==> src/rtl/hazard_ctrl.sv <==
// Pipeline hazard controller: decides load/hold/flush for PC, IF/ID and ID/EX,
// tracks mult/div occupancy with a two-state FSM, and counts stall cycles.
module hazard_ctrl #(
  parameter int MD_LATENCY = 4,
  parameter int REG_BITS   = 5
) (
  input  logic                clk,
  input  logic                rst,
  input  logic [REG_BITS-1:0] id_rs,
  input  logic [REG_BITS-1:0] id_rt,
  input  logic                id_uses_rs,
  input  logic                id_uses_rt,
  input  logic                id_is_md,
  input  logic                id_reads_hilo,
  input  logic                ex_mem_read,
  input  logic [REG_BITS-1:0] ex_rt,
  input  logic                ex_branch_taken,
  output logic                pc_en,
  output logic                ifid_en,
  output logic                ifid_flush,
  output logic                idex_flush,
  output logic                md_busy,
  output logic                md_done,
  output logic [15:0]         stall_cycles
);

  localparam int CW = (MD_LATENCY > 1) ? $clog2(MD_LATENCY) : 1;
  localparam logic [CW-1:0] CNT_LOAD = CW'(MD_LATENCY - 1);

  typedef enum logic {IDLE = 1'b0, MD_RUN = 1'b1} state_t;

  state_t        state_q, state_d;
  logic [CW-1:0] cnt_q, cnt_d;
  logic [15:0]   stall_cycles_q, stall_cycles_d;

  logic lu, mdh, stall, accept;

  // Hazard detection; r0 is hardwired zero so a load to it never creates a dependency.
  always_comb begin
    lu = ex_mem_read && (ex_rt != '0) &&
         ((id_uses_rs && (id_rs == ex_rt)) || (id_uses_rt && (id_rt == ex_rt)));
    mdh    = (state_q == MD_RUN) && (cnt_q != '0) && (id_is_md || id_reads_hilo);
    stall  = (lu || mdh) && !ex_branch_taken;
    accept = id_is_md && !stall && !ex_branch_taken;
  end

  // Branch wins over any stall: the stalled ID instruction is wrong-path anyway.
  always_comb begin
    pc_en      = 1'b1;
    ifid_en    = 1'b1;
    ifid_flush = 1'b0;
    idex_flush = 1'b0;
    if (ex_branch_taken) begin
      ifid_flush = 1'b1;
      idex_flush = 1'b1;
    end else if (stall) begin
      pc_en      = 1'b0;
      ifid_en    = 1'b0;
      idex_flush = 1'b1;
    end
  end

  assign md_busy      = (state_q == MD_RUN);
  assign md_done      = md_busy && (cnt_q == '0);
  assign stall_cycles = stall_cycles_q;

  // A taken branch never cancels an in-flight op; only accept depends on it.
  always_comb begin
    state_d = state_q;
    cnt_d   = cnt_q;
    case (state_q)
      IDLE: begin
        if (accept) begin
          state_d = MD_RUN;
          cnt_d   = CNT_LOAD;
        end
      end
      MD_RUN: begin
        if (cnt_q != '0) begin
          cnt_d = cnt_q - CW'(1);
        end else if (accept) begin
          cnt_d = CNT_LOAD;
        end else begin
          state_d = IDLE;
        end
      end
      default: begin
        state_d = IDLE;
        cnt_d   = '0;
      end
    endcase
  end

  always_comb begin
    stall_cycles_d = stall_cycles_q;
    if (!pc_en && (stall_cycles_q != 16'hFFFF))
      stall_cycles_d = stall_cycles_q + 16'd1;
  end

  always_ff @(posedge clk or posedge rst) begin
    if (rst) begin
      state_q        <= IDLE;
      cnt_q          <= '0;
      stall_cycles_q <= '0;
    end else begin
      state_q        <= state_d;
      cnt_q          <= cnt_d;
      stall_cycles_q <= stall_cycles_d;
    end
  end

endmodule

==> config.mk <==
export PLATFORM = sky130hd
export DESIGN_NAME = hazard_ctrl
export DESIGN_NICKNAME = d
export VERILOG_FILES = /design/src/rtl/hazard_ctrl.sv
export SDC_FILE = /design/constraint.sdc
export NUM_CORES = 1
export LEC_CHECK = 0
export CAP_MARGIN = 10
export CORE_ASPECT_RATIO = 0.7
export CORE_UTILIZATION = 45
export DETAILED_ROUTE_END_ITERATION = 7
export GPL_ROUTABILITY_DRIVEN = 0
export PLACE_DENSITY_LB_ADDON = 0.3
export REMOVE_ABC_BUFFERS = 1
export SYNTH_ARGS = -nofsm -noshare
export SYNTH_HDL_FRONTEND = slang
export SYNTH_SLANG_ARGS = --single-unit
==> constraint.sdc <==
create_clock -name clk -period 3.5 [get_ports clk]
set_input_delay 0.7 -clock clk [delete_from_list [all_inputs] [get_ports clk]]
set_output_delay 0.7 -clock clk [all_outputs]
set_load 0.01 [all_outputs]
==> metrics.csv, run 1 <==
metric,value,unit
outcome,"complete, no violations",
dieArea,0.00274,mm^2
rsz0062_at_grt,false,
maxCapViolCount,0,
finalPower,0.000841,W
skew,1.19,ps
cpMostUsedCell,clkdlybuf4s50_1,
stdcell_count,184,
max-vdd-ir-drop,0.322,mV
grt_pass1_wl,4430,um
die_y,44.1,um
ys_warn_count,0,
rows,14,
vias,958,
crit_chain,"clkdlybuf4s50_1, xnor2_1, nand4_1, o22ai_2, a31oi_4, or2_2, clkdlybuf4s50_1",
drive_gt1_share,11.2,%
antenna_left,0,
cts_resized,0,
start_kind,input pin,
cp-endpoint,pc_en,
worstRegToRegCells,6,
worst_slew_pin_slew,697,ps
avgSynthCellArea,10.4,um^2
slew_viol_final,0,
io_pins,45,
holdBufCountCts,0,
clock_latency,300,ps
crit_start,ex_rt[4],
setup_violations,0,
wl,2640,um
crit_fanout,3,
yosys.area.top_type_share,41.8,%
max-clock-path-buffers,2,
critPathArrivalTime,2670,ps
mostFrequentLayoutCell,clkdlybuf4s50_1,
core,0.00226,mm^2
synth_ff_type,dfrtp_1,
fin_util,71.4,%
layout.nets,177,
dr.pass1.iters,4,
max-slew-margin-rel,53.5,%
grt_pass1_vias,919,
critPathKind,in2out,
layout_common_cells,"clkdlybuf4s50_1 (44), dfrtp_1 (19), xor2_1 (12)",
dpl_cell_area,0.00159,mm^2
crit_path_top_delay_cell,clkdlybuf4s50_1,
tritoncts,built,
die_w,62.1,um
hold_class,reg2reg,
syn_inst,109,
drt_iter0_markers,39,
area_growth,41.8,%
avgRoutedWirePerCell,14.3,um
post-route-min-period,3370,ps
max_freq,297,MHz
synth-seq-cells,19,
ctsHtreeMaxLevel,1,
reg2reg_slack,1330,ps
dp_cells,180,
synth_area,0.00114,mm^2
required,2800,ps
slowest_delay,550,ps
hold_viol,0,
cts_root_buf,clkbuf_4,
cts_setup_buffers,0,
clkTransAtPathRegs,110,ps
multi_input_area,618,um^2
register_area,475,um^2
cts_buffers,3,
drc,0,
grt_max_degree,20,
start_util,50.3,%
ys_top_cells_by_area,"dfrtp_1 (42%), xor2_1 (9.2%), xnor2_1 (8.5%)",
port-buffer-count,44,
yosysSeqAreaShare,41.8,%
fin_crit_sh,96.2,%
clock-sinks,19,
synth-edff-count,0,
n_antenna_cell,0,
worstReg2RegEnd,stall_cycles[15]$_DFFE_PP0P_,
r2r-start,stall_cycles[0]$_DFFE_PP0P_,
track_usage,22.7,%
yosysTopAreaCell,dfrtp_1,
p_per_area,522,mW/mm^2
final_area,0.00161,mm^2
fillers,180,
yosysUniqueCellTypes,34,
routed_via_density,5.21,
grt-ovfl-total,0,
p_leak,0.639,nW
antenna_found_initial,0,
endpoint_kind,primary output,
async_flop_share,100,%
setup-tns-final,0,ps
hpwl,2060,um
[power breakdown]
part / internal, W / leakage (nW) / total (W) / switching (W)
Clock: 0.0000427 / 0.0177 / 0.000114 / 0.0000709
Sequential: 0.000277 / 0.233 / 0.000358 / 0.0000804
Combinational: 0.000205 / 0.388 / 0.000370 / 0.000165
[layer usage]
layer | vias to the layer above | GRT usage [%] | part of all wire, %
met3 | 2 | 6.43 | 5.0
met4 | 0 | 4.00 | 0.53
met2 | 28 | 36.8 | 49
met1 | 455 | 30.5 | 46
li1 | 473 | - | -
met5 | - | 0 | 0
[metrics by stage]
stage          hold slack (ps)  setup slack [ps]
2_1_floorplan              477              1080
3_3_place_gp               489               215
3_5_place_dp               496               115
4_1_cts                    513               113
5_1_grt                    522              21.8
6_report                   512               131
[worst min path at each step]
stage                                       startpoint                           end  slack [ps]  cells past startpoint
after floorplan                     cnt_q[0]$_DFF_PP0_            cnt_q[0]$_DFF_PP0_         480                      1
after global placement    stall_cycles[11]$_DFFE_PP0P_  stall_cycles[11]$_DFFE_PP0P_         490                      1
after detailed placement  stall_cycles[11]$_DFFE_PP0P_  stall_cycles[11]$_DFFE_PP0P_         500                      1
after CTS                 stall_cycles[11]$_DFFE_PP0P_  stall_cycles[11]$_DFFE_PP0P_         510                      1
after global routing      stall_cycles[11]$_DFFE_PP0P_  stall_cycles[11]$_DFFE_PP0P_         520                      1
final                     stall_cycles[11]$_DFFE_PP0P_  stall_cycles[11]$_DFFE_PP0P_         510                      1
[registers in the layout (all words and copies together), names as in the netlist]
signal,cells
md_busy,1
cnt_q,2
stall_cycles,16
[cell families (layout without fill, tap and decap cells)]
kind of cell             after synthesis  count (layout)  synth area share, %
XOR/XNOR                              24              24                 19.1
multiplexers                           2               2                 1.98
AND/OR/NAND/NOR                       50              50                 27.0
AO/OA/AOI/OAI                          6               6                 5.17
buffers and inverters                  7              50                 3.85
adder cells (fa/ha/maj)                1               1                 1.10
flip-flops                            19              19                 41.8
[cell type report]
cell class              count  area share (%)
clock buffers               3            1.40
clock inverters             1           0.310
inverters                   1           0.233
multi-input cells          83            38.3
flip-flops and latches     19            29.5
well taps                  32            2.48
repair buffers             45            27.8
[cells in the mapped netlist, types with 2 or more instances]
| library cell | count |
|---|---|
| buf_4 | 2 |
| nand3_1 | 5 |
| nor4_1 | 4 |
| mux2_2 | 2 |
| nand4_1 | 7 |
| nor4b_1 | 2 |
| nor3_1 | 5 |
| nor3b_1 | 2 |
| buf_2 | 2 |
| nor2_1 | 5 |
| or2_2 | 2 |
| nand2_1 | 9 |
| xor2_1 | 12 |
| xnor2_1 | 11 |
| nand2b_1 | 2 |
| dfrtp_1 | 19 |
[critical path, delay by kind of cell]
family | cells | cell delay [ps]
buffers and inverters | 2 | 1040
AND/OR/NAND/NOR | 2 | 430
AO/OA/AOI/OAI | 2 | 340
XOR/XNOR | 1 | 150
Power figures use the tool's default switching activity.
==> run 2, diff against run 1 <==
--- a/config.mk
+++ b/config.mk
@@ -5,6 +5,7 @@
 export SDC_FILE = /design/constraint.sdc
 export NUM_CORES = 1
 export LEC_CHECK = 0
+export ABC_AREA = 1
 export CAP_MARGIN = 10
 export CORE_ASPECT_RATIO = 0.7
 export CORE_UTILIZATION = 45
==> run 2 against run 1 <==
- clock-buffer cell count rose by 1
- cell area rose by 22%
- maximum frequency rose by 5.3%
- non-clock buffer count rose by 1
- global-route usage fell by 0.15 points
- critical path type unchanged
- critical endpoint is now ifid_en
- largest power group unchanged
==> metrics.csv, run 2 <==
metric,value,unit,change
drc,0,,unchanged
start_kind,input pin,,
yosysTopAreaCell,dfrtp_1,,
start_util,49.9,%,-0.42 points
critPathArrivalTime,2500,ps,-170 ps
grt_util_met1,36.5,%,+6.0 points
endpoint_kind,primary output,,
crit_fanout,4,,+1
clock-sinks,19,,unchanged
max-vdd-ir-drop,0.349,mV,+8.3%
drt_iter0_markers,166,,+330%
layout_common_cells,"nand2_1 (85), clkdlybuf4s50_1 (44), inv_1 (28)",,
die_w,70.3,um,+13%
grt_max_degree,20,,unchanged
max-slew-margin-rel,51.7,%,-1.8 points
hold_path_end,stall_cycles[14]$_DFFE_PP0P_,,
grt_use_met2,29.5,%,-7.3 points
maxCapViolCount,0,,unchanged
yosysUniqueCellTypes,23,,-32%
tritoncts,built,,
io_pins,45,,unchanged
critPathKind,in2out,,
avgSynthCellArea,6.56,um^2,-37%
cts_buffers,3,,unchanged
max-clock-path-buffers,2,,unchanged
worstRegToRegCells,7,,+1
die_y,49.8,um,+13%
synth_ff_type,dfrtp_1,,
mostFrequentLayoutCell,nand2_1,,
dieArea,0.00350,mm^2,+28%
holdBufCountCts,0,,unchanged
clock_latency,260,ps,-40 ps
grt_pass1_vias,1319,,+44%
outcome,"complete, no violations",,
busiest_layer,met1,,
port-buffer-count,44,,unchanged
fin_crit_sh,91.4,%,-4.9 points
cts_resized,0,,unchanged
slew_viol_final,0,,unchanged
layout_setup_ws,301,ps,+170 ps
worst_slew_pin_slew,724,ps,+26.7 ps
ctsHtreeMaxLevel,1,,unchanged
hold_class,reg2reg,,
post-route-min-period,3200,ps,-170 ps
met3_usage,4.29,%,-2.1 points
pre_cts_ws,311,ps,+196 ps
synth-edff-count,0,,unchanged
core,0.00294,mm^2,+30%
max_freq,313,MHz,+5.3%
grt-ovfl-total,0,,unchanged
cts_setup_buffers,0,,unchanged
syn_inst,224,,+110%
largest_register_ffs,16,,unchanged
cts_root_buf,clkbuf_8,,
dr.pass1.iters,4,,unchanged
p_leak,0.974,nW,+52%
track_usage,22.5,%,-0.15 points
ys_warn_count,0,,unchanged
vias,1536,,+60%
synth-seq-cells,19,,unchanged
drive_gt1_share,5.99,%,-5.2 points
yosysMostFrequentCell,nand2_1,,
yosysSeqAreaShare,32.4,%,-9.4 points
clkTransAtPathRegs,70,ps,-40 ps
netlist_top_cells_count,"nand2_1 (85), inv_1 (28), nand4_1 (21), dfrtp_1 (19), nor2_1 (19)",,
wl,3640,um,+38%
p_per_area,404,mW/mm^2,-23%
yosys.area.top_type_share,32.4,%,-9.4 points
hold_viol,0,,unchanged
required,2800,ps,about the same
antenna_left,0,,unchanged
reg2reg_slack,1450,ps,+120 ps
rsz0062_at_grt,false,,
routed_via_density,5.07,,-2.6%
n_antenna_cell,0,,unchanged
setup_violations,0,,unchanged
area_growth,34.0,%,
setup-tns-final,0,ps,unchanged
layout.nets,292,,+65%
synth_area,0.00147,mm^2,+29%
avgRoutedWirePerCell,12.0,um,-16%
rows,16,,+2
worstHoldStart,stall_cycles[14]$_DFFE_PP0P_,,
grt_pass1_wl,6140,um,+39%
worstReg2RegEnd,stall_cycles[3]$_DFFE_PP0P_,,
hpwl,2800,um,+36%
skew,3.55,ps,+2.36 ps
r2r-start,stall_cycles[0]$_DFFE_PP0P_,,
antenna_found_initial,0,,unchanged
ys_top_cells_by_area,"dfrtp_1 (32%), nand2_1 (22%), nand4_1 (8.9%)",,
hold_depth,2,,+1
async_flop_share,100,%,unchanged
## run 2: cell types whose count changed after synthesis, moves of 3 or more
cell,delta
nand2_1,+76
inv_1,+27
nand4_1,+14
nor2_1,+14
xnor2_1,-7
nand3_1,+6
xor2_1,-6
inv_2,+5
nor4_1,-4
o21ai_0,+3
## run 2: worst max-delay path, stage by stage
cell and delay (ps):
clkdlybuf4s50_1 540, inv_2 50, nand2_1 50, nand2_1 50
nor2_1 130, nand3_1 100, nand2_1 70, nand2_1 110
nand2_4 80, nand2_1 100, clkdlybuf4s50_1 500
## run 2: layout make-up
type	count	area, um^2
inverters	33	124
flip-flops and latches	19	475
multi-input cells	165	823
repair buffers	46	455
well taps	36	45.0
fillers	267	975
clock buffers	4	45.0
## run 2: cells by family after synthesis
family / after synthesis / share of synthesized area (%)
simple gates: 147 / 46.7
compound gates: 7 / 2.56
fa+ha+maj: 1 / 0.852
flops: 19 / 32.4
xor+xnor: 10 / 5.96
buf+inv: 40 / 11.6
## run 2: per-layer routing
| layer | vias up | part of all wire [%] |
|---|---|---|
| met5 | - | 0 |
| met4 | 0 | 0.52 |
| met3 | 4 | 6.1 |
| met2 | 55 | 38 |
| met1 | 677 | 56 |
| li1 | 800 | - |
## run 2: how the worst max path moves through the flow
| stage | startpoint | to | slack (ps) | cells after the start |
|---|---|---|---|---|
| finish | ex_rt[4] | ifid_en | 300 | 11 |
| global placement | ex_rt[4] | idex_flush | 340 | 10 |
| global route | ex_rt[3] | ifid_en | 150 | 9 |
| CTS | ex_rt[4] | ifid_en | 310 | 11 |
| detailed placement | ex_rt[4] | ifid_en | 310 | 11 |
| floorplan | ex_rt[0] | ifid_en | 1340 | 7 |
## run 2: through the flow
step	std cells	utilization, %	hold WS (ps)	area, um^2	total power (W)
after floorplan	217	-	495	1420	0.000478
after global placement	299	65.3	504	1920	0.000636
after detailed placement	299	65.3	508	1920	0.000641
after CTS	303	66.9	525	1970	0.000800
after global routing	303	66.9	561	1970	0.000851
final	303	66.9	527	1970	0.000794
## run 2: where the power goes
group / switching, W / internal [W] / leakage, nW
combinational: 0.000180 / 0.000155 / 0.697
clock: 0.0000753 / 0.0000811 / 0.0228
sequential: 0.0000447 / 0.000258 / 0.254
total: 0.000300 / 0.000494 / 0.974
==> run 3, diff against run 2 <==
--- a/config.mk
+++ b/config.mk
@@ -8,11 +8,11 @@
 export ABC_AREA = 1
 export CAP_MARGIN = 10
 export CORE_ASPECT_RATIO = 0.7
+export CORE_MARGIN = 2
 export CORE_UTILIZATION = 45
 export DETAILED_ROUTE_END_ITERATION = 7
 export GPL_ROUTABILITY_DRIVEN = 0
 export PLACE_DENSITY_LB_ADDON = 0.3
-export REMOVE_ABC_BUFFERS = 1
 export SYNTH_ARGS = -nofsm -noshare
 export SYNTH_HDL_FRONTEND = slang
 export SYNTH_SLANG_ARGS = --single-unit
==> run 3 against run 2 <==
- sequential cell count stayed put
- cell count is 0.66% higher
- first-iteration DRC count is 13% lower
- critical endpoint unchanged
- sequential share of layout area hardly changed
- setup slack better by 33 ps
==> metrics.csv, run 3 (synthesized netlist as in run 2, its figures left out) <==
metric,value,unit,change
p_per_area,407,mW/mm^2,+0.86%
core,0.00313,mm^2,+6.3%
grt_pass1_wl,6330,um,+3.1%
clock-sinks,19,,unchanged
cts_setup_buffers,0,,unchanged
hold_viol,0,,unchanged
rsz0062_at_grt,false,,
dp_cells,301,,+0.67%
holdBufCountCts,0,,unchanged
ctsHtreeMaxLevel,1,,unchanged
slowest_delay,540,ps,about the same
cts_root_buf,clkbuf_8,,
cpMostUsedCell,nand2_1,,
mostFrequentLayoutCell,nand2_1,,
rows,17,,+1
track_usage,21.6,%,-0.87 points
worst_slew_pin_slew,766,ps,+42.8 ps
p_leak,0.974,nW,unchanged
n_antenna_cell,0,,unchanged
critPathTopFamily,buffers and inverters,,
hpwl,2830,um,+1.0%
dieArea,0.00374,mm^2,+7.0%
fin_crit_sh,90.4,%,-0.95 points
grt_pass1_vias,1375,,+4.2%
cts_resized,0,,unchanged
crit_fanout,4,,unchanged
critPathArrivalTime,2470,ps,-30 ps
max-slew-margin-rel,48.8,%,-2.9 points
cp_num_buf_inv,3,,unchanged
fillers,292,,+9.4%
largest_register_ffs,16,,unchanged
grt_max_degree,20,,unchanged
clkTransAtPathRegs,70,ps,about the same
post-route-min-period,3170,ps,-33.3 ps
clock_latency,270,ps,about the same
worstHoldStart,stall_cycles[15]$_DFFE_PP0P_,,
top_layer_used,met4,,
vias,1551,,+0.98%
stdcell_count,305,,+0.66%
drc,0,,unchanged
avgRoutedWirePerCell,12.0,um,+0.22%
wl_met3,310,um,+41%
met1_length,1850,um,-8.9%
crit_start,ex_rt[4],,
antenna_found_initial,0,,unchanged
synth_fp_nets,248,,
wl_met2,1480,um,+8.1%
die_w,72.3,um,+2.8%
start_util,47.0,%,-2.9 points
max_freq,316,MHz,+1.1%
wl,3670,um,+0.88%
antenna_left,0,,unchanged
port-buffer-count,44,,unchanged
dr.pass1.iters,4,,unchanged
drt_iter0_markers,144,,-13%
r2r-start,stall_cycles[0]$_DFFE_PP0P_,,
setup-tns-final,0,ps,unchanged
area_growth,34.2,%,
max-clock-path-buffers,2,,unchanged
max-vdd-ir-drop,0.292,mV,-16%
start_kind,input pin,,
setup_violations,0,,unchanged
routed_via_density,5.09,,+0.31%
die_y,51.8,um,+4.0%
grt-ovfl-total,0,,unchanged
outcome,"complete, no violations",,
critPathKind,in2out,,
hold_class,reg2reg,,
endpoint_kind,primary output,,
skew,1.99,ps,-1.56 ps
crit_chain,"clkdlybuf4s50_1, inv_2, nand2_1, nand2_1, nor2_1, nand3_1, nand2_1, nand2_1, nand2_4, nand2_1, clkdlybuf4s50_1",,
required,2800,ps,about the same
tritoncts,built,,
maxCapViolCount,0,,unchanged
crit_path_top_delay_cell,clkdlybuf4s50_1,,
io_pins,45,,unchanged
slew_viol_final,0,,unchanged
cts_buffers,3,,unchanged
drive_gt1_share,5.99,%,unchanged
layout_common_cells,"nand2_1 (85), clkdlybuf4s50_1 (44), inv_1 (28)",,
layout.nets,292,,unchanged
-- run 3: cell counts in the layout (fill, tap and decap cells not counted) --
Identical to the previous run, type by type.
-- run 3: path summary, 6_finish.rpt --
| check | endpoint | slack, ps | depth (start not counted) |
|---|---|---|---|
| worst max-delay path | ifid_en | 330 | 11 |
| worst min-delay path | stall_cycles[15]$_DFFE_PP0P_ | 530 | 2 |
| worst max register to register | stall_cycles[0]$_DFFE_PP0P_ | 1470 | 7 |
| worst min register to register | stall_cycles[15]$_DFFE_PP0P_ | 530 | 2 |
| max in group asynchronous | md_busy$_DFF_PP0_ | 2160 | 2 |
| min in group asynchronous | stall_cycles[9]$_DFFE_PP0P_ | 860 | 2 |
-- run 3: stage by stage --
| step | total power (W) | worst slack [ps] | hold slack [ps] | util [%] | instance area [um^2] |
|---|---|---|---|---|---|
| CTS | 0.000804 | 348 | 535 | 63.0 | 1970 |
| floorplan | 0.000499 | 1130 | 495 | - | 1470 |
| global placement | 0.000634 | 343 | 505 | 61.6 | 1930 |
| detailed placement | 0.000641 | 349 | 517 | 61.6 | 1930 |
| finish | 0.000802 | 335 | 532 | 63.0 | 1970 |
| global route | 0.000858 | 180 | 560 | 63.0 | 1970 |
-- run 3: worst register-to-register path: stages (launching register included) --
cell,delay [ps]
dfrtp_1,460
ha_1,320
inv_1,60
nor2_1,350
nand4_4,330
nand3_4,300
nand2_1,90
nand2_1,70
-- run 3: layout make-up --
cell class                 count  area (um^2)  share of cell area [%]
multi-input combinational    165          823                    41.8
clock buffer                   4         45.0                    2.29
sequential                    19          475                    24.1
inverter                      33          124                    6.29
timing repair buffer          46          455                    23.1
tap                           38         47.5                    2.41
-- run 3: per-layer routing --
metal / vias up / track usage [%]
met2: 57 / 31.3
met4: 0 / 3.77
met1: 686 / 32.5
met3: 5 / 5.43
li1: 803 / -
met5: - / 0
-- run 3: power breakdown --
| group | internal [W] | total [W] | switching (W) |
|---|---|---|---|
| sequential | 0.000258 | 0.000305 | 0.0000471 |
| clock | 0.0000814 | 0.000163 | 0.0000815 |
| combinational | 0.000156 | 0.000334 | 0.000179 |
